`src/rtl/if_stage_pkg.sv`:
```
// if_stage_pkg
//   Shared definitions for the instruction-fetch stage: FSM state encoding,
//   the bubble instruction and the default reset PC.
package if_stage_pkg;

  typedef enum logic [1:0] {
    S_IDLE = 2'd0,
    S_WAIT = 2'd1,
    S_FULL = 2'd2,
    S_DROP = 2'd3
  } fetch_state_t;

  // addi x0,x0,0
  localparam logic [31:0] NOP_INSTR_DEFAULT = 32'h0000_0013;
  localparam logic [31:0] RESET_PC_DEFAULT  = 32'h0000_0000;

  // Word-align an address by forcing bits [1:0] to zero.
  function automatic logic [31:0] word_align(input logic [31:0] addr);
    return {addr[31:2], 2'b00};
  endfunction

endpackage

```
`src/rtl/if_stage.sv`:
```
// if_stage
//   Instruction-fetch stage of a 5-stage RV32I pipeline. Owns the PC,
//   talks to instruction memory over a single-outstanding req/resp port,
//   buffers one fetched instruction and presents it to the IF/ID register.
//
//   State | meaning
//   ------+-----------------------------------------------
//   IDLE  | nothing outstanding, buffer empty (requesting)
//   WAIT  | request outstanding, buffer empty
//   FULL  | buffer holds a valid instruction, nothing outstanding
//   DROP  | request outstanding, its response will be discarded
//
// Ports
//   clk, rst_n        clock, async active-low reset
//   stallf            hazard-unit stall (hold PC and held instruction)
//   pcsrce, pctargete redirect request and target from execute
//   imem_req/addr     request to instruction memory
//   imem_ready        memory accepts the request this cycle
//   imem_rvalid/rdata in-order response from instruction memory
//   rdf, pcf          instruction and its PC towards IF/ID
//   pcplus4f          pcf + 4
//   fetch_valid       rdf holds a real instruction
module if_stage
  import if_stage_pkg::*;
#(
  parameter logic [31:0] RESET_PC  = RESET_PC_DEFAULT,
  parameter logic [31:0] NOP_INSTR = NOP_INSTR_DEFAULT
) (
  input  logic        clk,
  input  logic        rst_n,
  input  logic        stallf,
  input  logic        pcsrce,
  input  logic [31:0] pctargete,
  output logic        imem_req,
  output logic [31:0] imem_addr,
  input  logic        imem_ready,
  input  logic        imem_rvalid,
  input  logic [31:0] imem_rdata,
  output logic [31:0] rdf,
  output logic [31:0] pcf,
  output logic [31:0] pcplus4f,
  output logic        fetch_valid
);

  fetch_state_t state;
  logic [31:0]  pc;
  logic [31:0]  ibuf;
  logic [31:0]  target;
  logic [31:0]  pc_next_seq;

  assign target      = word_align(pctargete);
  assign pc_next_seq = pc + 32'd4;

  // Request is combinational on the redirect/stall inputs so that the next
  // fetch goes out in the same cycle the held instruction is consumed.
  always_comb begin
    imem_req  = 1'b0;
    imem_addr = pc;
    case (state)
      S_IDLE: begin
        imem_req  = 1'b1;
        imem_addr = pcsrce ? target : pc;
      end
      S_FULL: begin
        if (pcsrce) begin
          imem_req  = 1'b1;
          imem_addr = target;
        end else if (!stallf) begin
          imem_req  = 1'b1;
          imem_addr = pc_next_seq;
        end
      end
      default: begin
        imem_req  = 1'b0;
        imem_addr = pc;
      end
    endcase
  end

  always_ff @(posedge clk or negedge rst_n) begin
    if (!rst_n) begin
      state <= S_IDLE;
      pc    <= word_align(RESET_PC);
      ibuf  <= 32'd0;
    end else begin
      case (state)
        S_IDLE: begin
          if (pcsrce) pc <= target;
          if (imem_ready) state <= S_WAIT;
        end
        S_WAIT: begin
          if (pcsrce) begin
            pc <= target;
            // A response landing in the redirect cycle is simply not captured.
            state <= imem_rvalid ? S_IDLE : S_DROP;
          end else if (imem_rvalid) begin
            ibuf  <= imem_rdata;
            state <= S_FULL;
          end
        end
        S_FULL: begin
          if (pcsrce) begin
            pc    <= target;
            state <= imem_ready ? S_WAIT : S_IDLE;
          end else if (!stallf) begin
            pc    <= pc_next_seq;
            state <= imem_ready ? S_WAIT : S_IDLE;
          end
        end
        S_DROP: begin
          if (pcsrce) pc <= target;
          if (imem_rvalid) state <= S_IDLE;
        end
        default: state <= S_IDLE;
      endcase
    end
  end

  assign fetch_valid = (state == S_FULL);
  assign rdf         = fetch_valid ? ibuf : NOP_INSTR;
  assign pcf         = pc;
  assign pcplus4f    = pc_next_seq;

endmodule

```
`config.mk`:
```
export PLATFORM = sky130hd
export DESIGN_NAME = if_stage
export DESIGN_NICKNAME = d
export VERILOG_FILES = /design/src/rtl/if_stage_pkg.sv /design/src/rtl/if_stage.sv
export SDC_FILE = /design/constraint.sdc
export NUM_CORES = 1
export LEC_CHECK = 0
export CORE_ASPECT_RATIO = 1.1
export CORE_UTILIZATION = 30
export DETAILED_ROUTE_END_ITERATION = 6
export SLEW_MARGIN = 25
export SYNTH_ARGS = -nofsm -noshare
export SYNTH_HDL_FRONTEND = slang
export SYNTH_SLANG_ARGS = --single-unit
```
`constraint.sdc`:
```
create_clock -name clk -period 7.1 [get_ports clk]
set_input_delay 2.13 -clock clk [delete_from_list [all_inputs] [get_ports clk]]
set_output_delay 2.13 -clock clk [all_outputs]
set_load 0.03 [all_outputs]
```
Word-level counts from Yosys, hierarchy flattened
Index checks and enable logic that the tools add are counted.
{"block": "word_totals", "register_bits": 66, "in_bits": 70, "output_inout_bits": 130, "elab_cells": 34}
{"block": "op_classes", "add_sub_neg": 1, "eq_ne": 7, "muxes": 18, "n_bitwise": 1, "reduce_logical": 4}
{"cell": "$mux 32", "count": 4}
{"cell": "$pmux 32 s2", "count": 2}
{"cell": "$add 32x3->32 const B", "count": 1}
{"cell": "$mux 2", "count": 7}
{"cell": "$pmux 2 s4", "count": 1}
{"cell": "$ne 3x3->1 const B", "count": 2}
{"cell": "$eq 2x2->1 const B", "count": 2}
{"cell": "$ne 2x2->1 const B", "count": 2}
{"cell": "$reduce_and 4->1", "count": 1}
{"cell": "$mux 1", "count": 3}
{"cell": "$reduce_and 3->1", "count": 1}
{"cell": "$reduce_or 3->1", "count": 1}
{"cell": "$eq 2x1->1 const B", "count": 1}
{"cell": "$logic_not 2->1", "count": 1}
{"cell": "$pmux 1 s2", "count": 1}
{"cell": "$not 1->1", "count": 1}

Logic depth before layout (Yosys ltp)
Gate-level depths: netlist of the first run.
{"block": "depth", "depth_word": 4, "mapped_depth": 7, "ltp_nobuf": 5}

Worst setup path before layout of the first run
Ideal clock, no wire load.
{"block": "synth_timing", "path_type": "input to output", "startpoint": "input port stallf", "endpoint": "output port imem_addr[19]", "arrival_time_ns": 4.035, "required_time_ns": 4.970, "slack_ns": 0.935, "stages": 5, "n_path_buf": 2, "path_cell_list": "clkbuf_1 -> nor3b_2 -> clkbuf_1 -> a41oi_1 -> a211oi_1"}
{"block": "synth_between", "elab_chain_len": 3}
{"item": "from (decl)", "line_no": "if_stage.sv:31", "text": "input logic stallf,"}
{"item": "$mux 32 (2 in a row)"}
{"item": "$pmux 32 s2", "line_no": "if_stage.sv:59", "text": "case (state)"}
{"item": "to (decl)", "line_no": "if_stage.sv:35", "text": "output logic [31:0] imem_addr,"}
Every way passes these cells.

Worst setup path in the final report of the first run
{"block": "layout_timing", "startpoint": "input port stallf", "endpoint": "output port imem_addr[25]"}
Same word-level chain as after synthesis.

==> flow_summary_export.csv, run 1 <==
group,metric,value,unit
status,status,"finished clean",
clocking,cts_hold_buf,0,
timing,timing.fmax,147,MHz
routing,first_iter_violations,624,
power_and_ir_drop,ir_worst_vdd,0.156,mV
routing,wl_met1,7430,um
clocking,clk_pin_slew,60,ps
routing,vias,5586,
worst_setup_path,rr_startpoint,"pcf[7]",
worst_setup_path,critPathMostFrequentCell,"clkdlybuf4s50_1",
floorplan,rows,49,
worst_setup_path,r2r_slack,4230,ps
routing,drtPass1Iterations,5,
yosys,ys_warn_count,0,
clocking,htree_levels,3,
clocking,clock-sinks,66,
timing,fin_crit,6810,ps
placement,io_buffers,197,
worst_setup_path,crit-reg2reg-capture,"pcf[30]",
routing,drtAntennaViolNets,0,
finish,drive_gt1_share,12.6,%
worst_setup_path,arrival,4680,ps
yosys,synth-main-ff-cell,"dfrtp_1",
power_and_ir_drop,switching_share,39.0,%
grt,grtUsageTotal,21.2,%
grt,antenna_found_initial,0,
routing,routed-wl-met3,1800,um
routing,routedWlPerCell,19.0,um
clocking,cts_resized,0,
yosys,syn_nets,688,
routing,wl_met2,8910,um
clocking,postCtsSetupRepairBufs,0,
power_and_ir_drop,totalPowerFinal,1790,uW
placement,hpwl,13400,um
worst_setup_path,path_cells,"clkdlybuf4s50_1 > or3b_2 > nor4_1 > nand3_1 > o211ai_1 > clkdlybuf4s50_1",
clocking,clkLatencyLatePin,340,ps
timing,tightest_slew,914,ps
floorplan,ioPinCount,200,
routing,finalWirelength,18700,um
grt,grt_pass1_wl,29600,um
power_and_ir_drop,p_int,1090,uW
worst_setup_path,crit_fanout,6,
timing,slew_viol_final,0,
yosys,ys_async_sr_fraction,100,%
run,drv_cap,0,
timing,finalSetupTns,0,ps
worst_hold_path,worstHoldStart,"ibuf[18]",
floorplan,fp.dieW,127,um
worst_setup_path,r2r_cells,4,
placement,gp_congestion,0.902,
grt,grt_max_degree,67,
yosys,syn_area,0.00513,mm^2
power_and_ir_drop,power_frac_comb,41.8,%
floorplan,die_area,0.0176,mm^2
clocking,cts_root_buffer,"clkbuf_16",
worst_setup_path,slowest_stage,"clkdlybuf4s50_1",
routing,highest_layer,"met4",
worst_hold_path,min_path_type,"reg2reg",
worst_hold_path,hold_end,"ibuf[18]",
grt,grt_pass1_vias,5616,
yosys,synth_edf_count,0,
power_and_ir_drop,switching_power,697,uW
grt,grt.overflow.total,0,
finish,syn2layout_area_growth,47.0,%
power_and_ir_drop,p_per_area,237,mW/mm^2
power_and_ir_drop,pwr-share-seq,32.1,%
routing,vias_per_cell,5.68,
finish,layout_common_cells,"clkdlybuf4s50_1 (189), dfrtp_1 (65), nand2_1 (49)",
clocking,cts_inserted_buffers,9,
yosys,synth_cells,617,
yosys,ys_ff_latch,66,
floorplan,start_util,31.0,%
routing,drcViolationCount,0,
timing,rsz0062_at_grt,"false",
clocking,clockBufferDepth,2,
timing,setup_viol,0,
timing,fin_skew,7.22,ps
power_and_ir_drop,p_leak,0.00278,uW
finish,diodes,0,
yosys,avgSynthCellArea,8.31,um^2
finish,finalNetCount,845,
worst_setup_path,max_stage_delay,690,ps
finish,layout_commonest_cell,"clkdlybuf4s50_1",
worst_setup_path,cp_data_required_time,4970,ps
power_and_ir_drop,power_frac_clock,26.1,%
yosys,ys_seq_area_share,32.2,%
floorplan,dieHeight,139,um
clocking,cts_tree,"built",
worst_setup_path,path_class,"in2out",
floorplan,coreArea,0.0166,mm^2
yosys,yosysUniqueCellTypes,56,
timing,hold_violations,0,
timing,slew-limit-headroom,38.5,%
timing,finalCritPeriodShare,96.0,%
worst_hold_path,min_path_cells,1,
worst_setup_path,critPathCaptureType,"output pin",
worst_setup_path,crit_path_start_kind,"input pin",
==> critical path, delay by kind of cell <==
kind	cells	cell delay, ps
AOI/OAI and AO/OA	1	160
buffers and inverters	2	1220
and+or+nand+nor	3	1170
==> worst max path at each step <==
stage                       from       endpoint  slack (ps)  cells after the start
final                     stallf  imem_addr[25]         290                      6
after floorplan           stallf  imem_addr[19]         940                      5
after detailed placement  stallf  imem_addr[25]         310                      6
after global placement    stallf  imem_addr[25]         300                      6
after CTS                 stallf  imem_addr[25]         310                      6
after global routing      stallf  imem_addr[25]         140                      6
==> routing by layer <==
layer  global-route usage, %  vias to the layer above
met5                       0                        -
met4                    9.59                        0
met3                    6.29                       38
met2                    35.0                      301
met1                    25.5                     2673
li1                        -                     2574
==> power by group through the flow <==
stage          clock network [uW]  logic (uW)  registers [uW]
6_report                      467         747             573
5_1_grt                       491         793             590
4_1_cts                       474         750             574
3_5_place_dp                    0         746             579
3_3_place_gp                    0         735             572
2_1_floorplan                   0         452             554
==> metrics by stage <==
step | util (%) | cells | instance area (um^2) | setup WS, ps | hold WS, ps
final | 45.5 | 983 | 7540 | 286 | 497
after global routing | 45.5 | 983 | 7540 | 143 | 517
after CTS | 45.5 | 983 | 7540 | 310 | 501
after detailed placement | 43.7 | 967 | 7240 | 309 | 486
after global placement | 43.6 | 967 | 7220 | 303 | 481
after floorplan | - | 617 | 5130 | 935 | 472
==> synth_stat cells, types with 9 or more instances <==
| library cell | count | share of area (%) |
|---|---|---|
| xnor2_1 | 24 | 4.1 |
| a31oi_1 | 11 | 1.3 |
| or4_1 | 9 | 1.3 |
| o21ai_0 | 21 | 2.0 |
| nor3_1 | 22 | 2.1 |
| dfrtp_1 | 66 | 32 |
| mux2_2 | 41 | 9.0 |
| and3_1 | 10 | 1.2 |
| a21oi_1 | 16 | 1.6 |
| nand2_1 | 49 | 3.6 |
| xor2_1 | 15 | 2.6 |
| clkbuf_1 | 47 | 3.4 |
| and2_1 | 33 | 4.0 |
| nor2b_1 | 9 | 1.1 |
| nor2_1 | 39 | 2.9 |
| nand3_1 | 26 | 2.5 |
| nor4_1 | 20 | 2.4 |
| nand4_1 | 22 | 2.7 |
| inv_1 | 11 | 0.80 |
| nand2b_1 | 10 | 1.2 |
==> logic make-up (layout without fill, tap and decap cells) <==
logic type / Yosys count / in the layout / synth area share (%)
fa+ha+maj: 1 / 1 / 0.244
simple gates: 273 / 273 / 29.2
buf+inv: 82 / 244 / 6.93
xor+xnor: 39 / 39 / 6.66
mux: 44 / 44 / 9.59
compound gates: 112 / 112 / 15.1
flops: 66 / 66 / 32.2
==> cell type report <==
type                    count  area [um^2]
fillers                  1624         9010
multi-input cells         469         3150
repair buffers            217         2140
flip-flops and latches     66         1650
well taps                 204          255
clock buffers               9          225
clock inverters             7         76.3
inverters                  11         41.3
==> state kept, by name, summed over array words and instances, names as in the netlist <==
register,flops
ibuf,32
pcf,32
state,2
(Power assumes the default switching activity.)
==> run 2, diff against run 1 <==
- CORE_ASPECT_RATIO: 1.1 -> not set
- CORE_MARGIN: not set -> 2
- CTS_CLUSTER_SIZE: not set -> 20
==> run 2 against run 1 <==
- via count is 1.2% lower
- critical path type unchanged
- critical path depth stayed put
- setup slack worse by 22 ps
- power decreased by 0.98%
- global-route usage shrank 0.50 points
- combinational power rose by 1%
- worst hold slack improved by 1.6 ps
==> flow_summary_export.csv, run 2 (same netlist as run 1, synthesis figures left out) <==
group,metric,value,unit
power_and_ir_drop,totalPowerFinal,1770,uW
timing,finalSetupTns,0,ps
floorplan,ioPinCount,200,
timing,finalCritPeriodShare,96.3,%
clocking,cts_inserted_buffers,9,
grt,antenna_found_initial,1,
routing,drcViolationCount,0,
worst_setup_path,path_class,"in2out",
timing,rsz0062_at_grt,"false",
floorplan,die_area,0.0182,mm^2
routing,routedWlPerCell,18.9,um
clocking,cts_resized,0,
placement,place_area,0.00725,mm^2
worst_hold_path,min_path_type,"reg2reg",
finish,fillers,1659,
timing,fin_crit,6840,ps
grt,grt.overflow.total,0,
timing,fin_skew,5.38,ps
placement,hpwl,13600,um
timing,timing.fmax,146,MHz
grt,grt_max_degree,67,
grt,grtUsageTotal,20.7,%
worst_setup_path,crit_fanout,10,
power_and_ir_drop,p_leak,0.00276,uW
clocking,cts_tree,"built",
finish,syn2layout_area_growth,47.0,%
floorplan,coreArea,0.0166,mm^2
routing,vias_per_cell,5.52,
grt,grt_pass1_wl,29700,um
finish,layout_commonest_cell,"clkdlybuf4s50_1",
power_and_ir_drop,p_per_area,235,mW/mm^2
finish,layout_common_cells,"clkdlybuf4s50_1 (190), dfrtp_1 (66), nand2_1 (49)",
finish,finalNetCount,845,
power_and_ir_drop,ir_worst_vdd,0.210,mV
clocking,htree_levels,3,
run,drv_cap,0,
timing,slew-limit-headroom,37.8,%
timing,slew_viol_final,0,
worst_setup_path,crit_path_start_kind,"input pin",
clocking,clockBufferDepth,2,
clocking,clkLatencyLatePin,350,ps
timing,hold_violations,0,
clocking,clock-sinks,66,
status,status,"finished clean",
routing,drtAntennaViolNets,0,
clocking,cts_hold_buf,0,
clocking,clk_pin_slew,70,ps
timing,setup_viol,0,
clocking,cts_root_buffer,"clkbuf_16",
finish,final_cell_area,0.00754,mm^2
worst_setup_path,critPathCaptureType,"output pin",
floorplan,dieHeight,135,um
placement,io_buffers,197,
routing,finalWirelength,18900,um
floorplan,rows,47,
routing,drtPass1Iterations,4,
placement,gp_congestion,0.851,
floorplan,fp.dieW,135,um
worst_setup_path,arrival,4710,ps
finish,drive_gt1_share,12.3,%
routing,vias,5520,
timing,tightest_slew,932,ps
grt,grt_pass1_vias,5334,
routing,first_iter_violations,408,
worst_setup_path,cp_data_required_time,4970,ps
floorplan,start_util,30.8,%
clocking,postCtsSetupRepairBufs,0,
==> run 2: routing by layer <==
metal	share of wire, %	wire, um	global-route usage [%]
met1	43	8100	27.1
met2	44	8390	31.7
met3	11	2140	8.67
met4	1.7	317	5.44
met5	0	0	0
==> run 2: final cells by class <==
class / count / area, um^2 / area share (%)
Multi-Input combinational cell: 469 / 3140 / 41.7
Clock buffer: 9 / 225 / 2.99
Tap cell: 220 / 275 / 3.65
Sequential cell: 66 / 1650 / 21.9
Inverter: 11 / 41.3 / 0.548
Timing Repair Buffer: 217 / 2140 / 28.4
Clock inverter: 7 / 61.3 / 0.813
Antenna cell: 1 / 2.50 / 0.0332
==> run 2: power breakdown <==
| part | switching, uW | internal, uW |
|---|---|---|
| combinational | 411 | 344 |
| sequential | 94.7 | 473 |
| clock | 202 | 243 |
| total | 708 | 1060 |
==> run 2: through the flow <==
step	utilization, %	setup slack, ps	cells	hold slack, ps
6_report	45.3	264	1000	499
5_1_grt	45.3	107	999	517
4_1_cts	45.3	256	999	503
3_5_place_dp	43.6	261	983	488
3_3_place_gp	43.5	276	983	481
2_1_floorplan	-	935	617	472
==> run 2: path summary, 6_finish.rpt <==
check,startpoint,to,slack (ps),depth (start not counted)
setup / recovery,stallf,imem_addr[25],260,6
hold / removal,ibuf[18],ibuf[18],500,1
setup reg to reg,pcf[7],pcf[28],4180,4
hold reg to reg,ibuf[18],ibuf[18],500,1
max in group asynchronous,rst_n,pcf[8],4560,1
min in group asynchronous,rst_n,pcf[15],1910,1
==> run 2: worst max-delay path, stage by stage <==
cell and delay [ps]:
clkdlybuf4s50_1 520, or3b_2 680, nor4_1 380, nand3_1 170
o211ai_1 130, clkdlybuf4s50_1 700
==> RTL change 1 (flow settings as in run 2) <==
The 4 states of `fetch_state_t` get a one-hot encoding in 4 bits.
--- a/src/rtl/if_stage_pkg.sv
+++ b/src/rtl/if_stage_pkg.sv
@@ -5,7 +5,7 @@
 
-  typedef enum logic [1:0] {
-    S_IDLE = 2'd0,
-    S_WAIT = 2'd1,
-    S_FULL = 2'd2,
-    S_DROP = 2'd3
+  typedef enum logic [3:0] {
+    S_IDLE = 4'b0001,
+    S_WAIT = 4'b0010,
+    S_FULL = 4'b0100,
+    S_DROP = 4'b1000
   } fetch_state_t;
Behaviour: same outputs for any inputs over 4 cycles, from zero or initial values and one cycle with rst_n low; so few cycles prove little.
==> RTL change 1 against run 2 <==
  * Register-to-register slack better by 0.12 ns
  * Critical endpoint is now imem_addr[30]
  * Critical path depth up 1
  * Area after synthesis up 3.2%
  * Maximum frequency up 1.7%
  * Sequential cell count up 2
  * Worst setup slack better by 0.12 ns
  * Routed wire length up 6.1%
  * Die area up 3.1%
  * Final cell count up 2.4%
  * Design area up 3.7%
Power is not compared: it rests on default switching activity, and its combinational part moved more than twofold at a synthesized area within 25%.
==> RTL change 1: results (changes against run 2) <==
status completed; critical path's largest stage delay 0.68 ns (-0.02 ns); Synth Area in Compound Gates 19.6% (+4.4 points); Synth area leaders dfrtp_1 32%, mux2_1 6.2%, nand2_1 4.9%, and2_1 4.1%, xnor2_1 4.0%; synth unique cells 73 (+30%); Non-clk bufs 214 (-1.4%); reg-to-reg slack, setup 4.30 ns (+0.12 ns); H-tree level count 3 (unchanged); Reg2Reg Launch Point pcf[2]$_DFFE_PN0P_; Final GP Congestion 0.827 (-2.8%); Clock Skews 0.00443 ns (-0.000943 ns); multiplexer share of the synthesized area 7.80% (-1.8 points); delay-heaviest family, CP buffers and inverters; vias per cell 5.50 (-0.43%); largest net degree at the start of global routing 69 (+3.0%); HP Start ibuf[8]$_DFFE_PN0P_; Filler Cells Inserted 1720 (+3.7%); met3 routed WL 2110 um (-1.0%); hold endpoint ibuf[8]$_DFFE_PN0P_; post-synthesis adder-cell area fraction 0.236% (-0.0076 points); FF+latch count 68 (+3.0%); fin nets 865 (+2.4%); Layout non-clock buf frac 27.6% (-0.80 points); Layout clock buffers 10 (+1); placed inst area 7430 um^2 (+2.5%); wire length on met2 9060 um (+7.9%); most instantiated cells after synthesis 69 x nand2_1, 67 x dfrtp_1, 40 x o21ai_0, 38 x nor2_1, 35 x and2_1; hold path depth 1 (unchanged); CP Max Fanout 13 (+3); RR Endpoint pcf[26]$_DFFE_PN0P_; Multi-Input Combinational 491 (+4.7%); layout cells sized above 1 10.4% (-1.9 points); clock network area share 4.79% (+0.99 points); worst-margin pin slew 0.848 ns (-0.0842 ns); HPWL Detailed 14100 um (+4.0%); count of non-CTS inverters in the layout 10 (-1); DR pass1 iterations 5 (+1); post-CTS setup buffer count 0 (unchanged); register area 1700 um^2 (+3.1%); initial antenna violation count 0 (-1); syn_nets 703 (+2.2%); r2r worst-path depth 6 (+2); vias in the first global route 5415 (+1.5%); drt initial violations 525 (+29%); first-pass GRT wire length 30300 um (+2.2%); Logic power comb 0.00234 W; DRT met1 WL 8370 um (+3.4%); Critical path destination imem_addr[30]; Synth Area in XOR/XNOR 6.12% (-0.54 points); wire per inst 19.6 um (+3.6%); multi-input combinational area share 41.7% (+0.062 points); gr usage total 21.4% (+0.63 points); ANT cells 0 (-1); DIE AREA 18700 um^2 (+3.1%); Seq/Total Area, Yosys 32.2% (about the same); Arr. time, crit path 4.59 ns (-0.12 ns); VDD IR max 0.226 mV
-- RTL change 1: changes by cell type after synthesis, moves of 8 or more --
cell,before,now
or4_1,9,1
a221o_1,0,8
o21ai_0,21,40
buf_2,8,23
a21oi_1,16,32
nand3_1,26,17
clkbuf_1,47,29
mux2_1,0,29
o31a_1,8,0
mux2_2,41,5
nand2_1,49,69
a31oi_1,11,3
nor4_1,20,4
-- RTL change 1: stage by stage --
stage          std cells  hold WS (ns)  power, W  util (%)  setup slack (ns)
2_1_floorplan        632         0.455   0.00223         -              1.02
5_1_grt             1024         0.494   0.00400      45.2             0.273
3_5_place_dp        1007         0.473   0.00320      43.0             0.405
4_1_cts             1023         0.486   0.00380      45.1             0.392
3_3_place_gp        1007         0.465   0.00319      42.9             0.439
6_report            1024         0.480   0.00379      45.2             0.381
-- RTL change 1: metal layers --
metal | track usage [%] | up-vias
met1 | 27.3 | 2644
met3 | 7.41 | 44
met2 | 33.2 | 311
li1 | - | 2629
met4 | 8.19 | 0
met5 | 0 | -
==> RTL change 2 (flow settings as in run 2) <==
Without the edit above. Register the input `pctargete` before use, with the module's reset. The logic sees it one clock later. The other inputs are not delayed to match.
--- a/src/rtl/if_stage.sv
+++ b/src/rtl/if_stage.sv
@@ -44,2 +44,12 @@
 
+  logic [31:0] pctargete_q;
+
+  always_ff @(posedge clk or negedge rst_n) begin
+    if (!rst_n) begin
+      pctargete_q <= '0;
+    end else begin
+      pctargete_q <= pctargete;
+    end
+  end
+
   fetch_state_t state;
@@ -50,3 +60,3 @@
 
-  assign target      = word_align(pctargete);
+  assign target      = word_align(pctargete_q);
   assign pc_next_seq = pc + 32'd4;
Function: changed (a bounded check fails within 4 cycles, from zero or initial values and one cycle with rst_n low).
==> RTL change 2 against run 2 <==
  * Area after synthesis increased by 7.2%
  * Sequential share of layout area increased by 8.1 points
  * Worst setup slack better by 0.078 ns
  * Non-clock buffer count is the same
  * Routed wire length shrank 5.1%
  * Design area increased by 6.1%
  * Power up 10%
  * Final cell count is 1.2% lower
  * Sequential cell count rose by 30
==> RTL change 2: results (changes against run 2) <==
register area 2400 um^2 (+45%); placed inst area 7700 um^2 (+6.2%); gr usage total 18.6% (-2.2 points); HP Start pctargete_q[23]$_DFF_PN0_; Arr. time, crit path 4.63 ns (-0.08 ns); syn_nets 647 (-6.0%); placed insts 970 (-1.3%); Layout non-clock buf frac 26.7% (-1.7 points); Final GP Congestion 0.814 (-4.3%); synthesized area per cell 9.54 um^2 (+15%); M3 GR Usage 8.26% (-0.41 points); met1 GRT Util 22.6% (-4.4 points); Critical path destination imem_addr[16]; met3 routed WL 1810 um (-15%); fin nets 823 (-2.6%); Slew headroom 38.8% (+0.93 points); Reg2Reg Launch Point pcf[4]$_DFF_PN0_; synth unique cells 59 (+5.4%); vias per cell 5.10 (-7.5%); Synth area leaders dfrtp_1 44%, mux2_2 7.6%, xnor2_1 4.6%, and2_1 3.9%, xor2_1 3.8%; most instantiated cells after synthesis 96 x dfrtp_1, 43 x nand2_1, 37 x mux2_2, 34 x and2_1, 34 x nor2_1; layout cells sized above 1 13.7% (+1.4 points); count of non-CTS inverters in the layout 7 (-4); wire per inst 18.2 um (-4.0%); Filler Cells Inserted 1721 (+3.7%); status completed; grt met2 use 30.4% (-1.3 points); hold path depth 2 (+1); Seq area share 30.0% (+8.1 points); r2r worst-path depth 5 (+1); multi-input combinational area share 35.7% (-5.9 points); RR Endpoint pcf[27]$_DFF_PN0_; Clock Skews 0.00833 ns (+0.00295 ns); ANT cells 2 (+1); VDD IR max 0.131 mV (-38%)
RTL change 2: changes by cell type in the layout (fill, tap and decap cells not counted), moves of 7 or more:
cell,change
dfrtp_1,+30
or4_1,-8
clkdlybuf4s50_1,-8
nand4_1,-8
o31ai_1,-8
o31a_1,-8
a21oi_1,+7
buf_4,+7
xor2_1,+9
nor4_1,-16
RTL change 2: cells by family (layout without fill, tap and decap cells):
logic type,after synthesis,count (layout),synth area share (%)
multiplexers,46,46,9.22
other,0,2,0
XOR/XNOR,53,53,8.44
AND/OR/NAND/NOR,222,222,22.0
flip-flops,96,96,43.7
buffers and inverters,59,240,4.78
AO/OA/AOI/OAI,99,99,11.6
adder cells (fa/ha/maj),1,1,0.228
RTL change 2: power by group:
part | internal, W | total, W | switching (W)
sequential | 0.000650 | 0.000739 | 0.0000884
combinational | 0.000335 | 0.000723 | 0.000388
clock | 0.000245 | 0.000484 | 0.000239
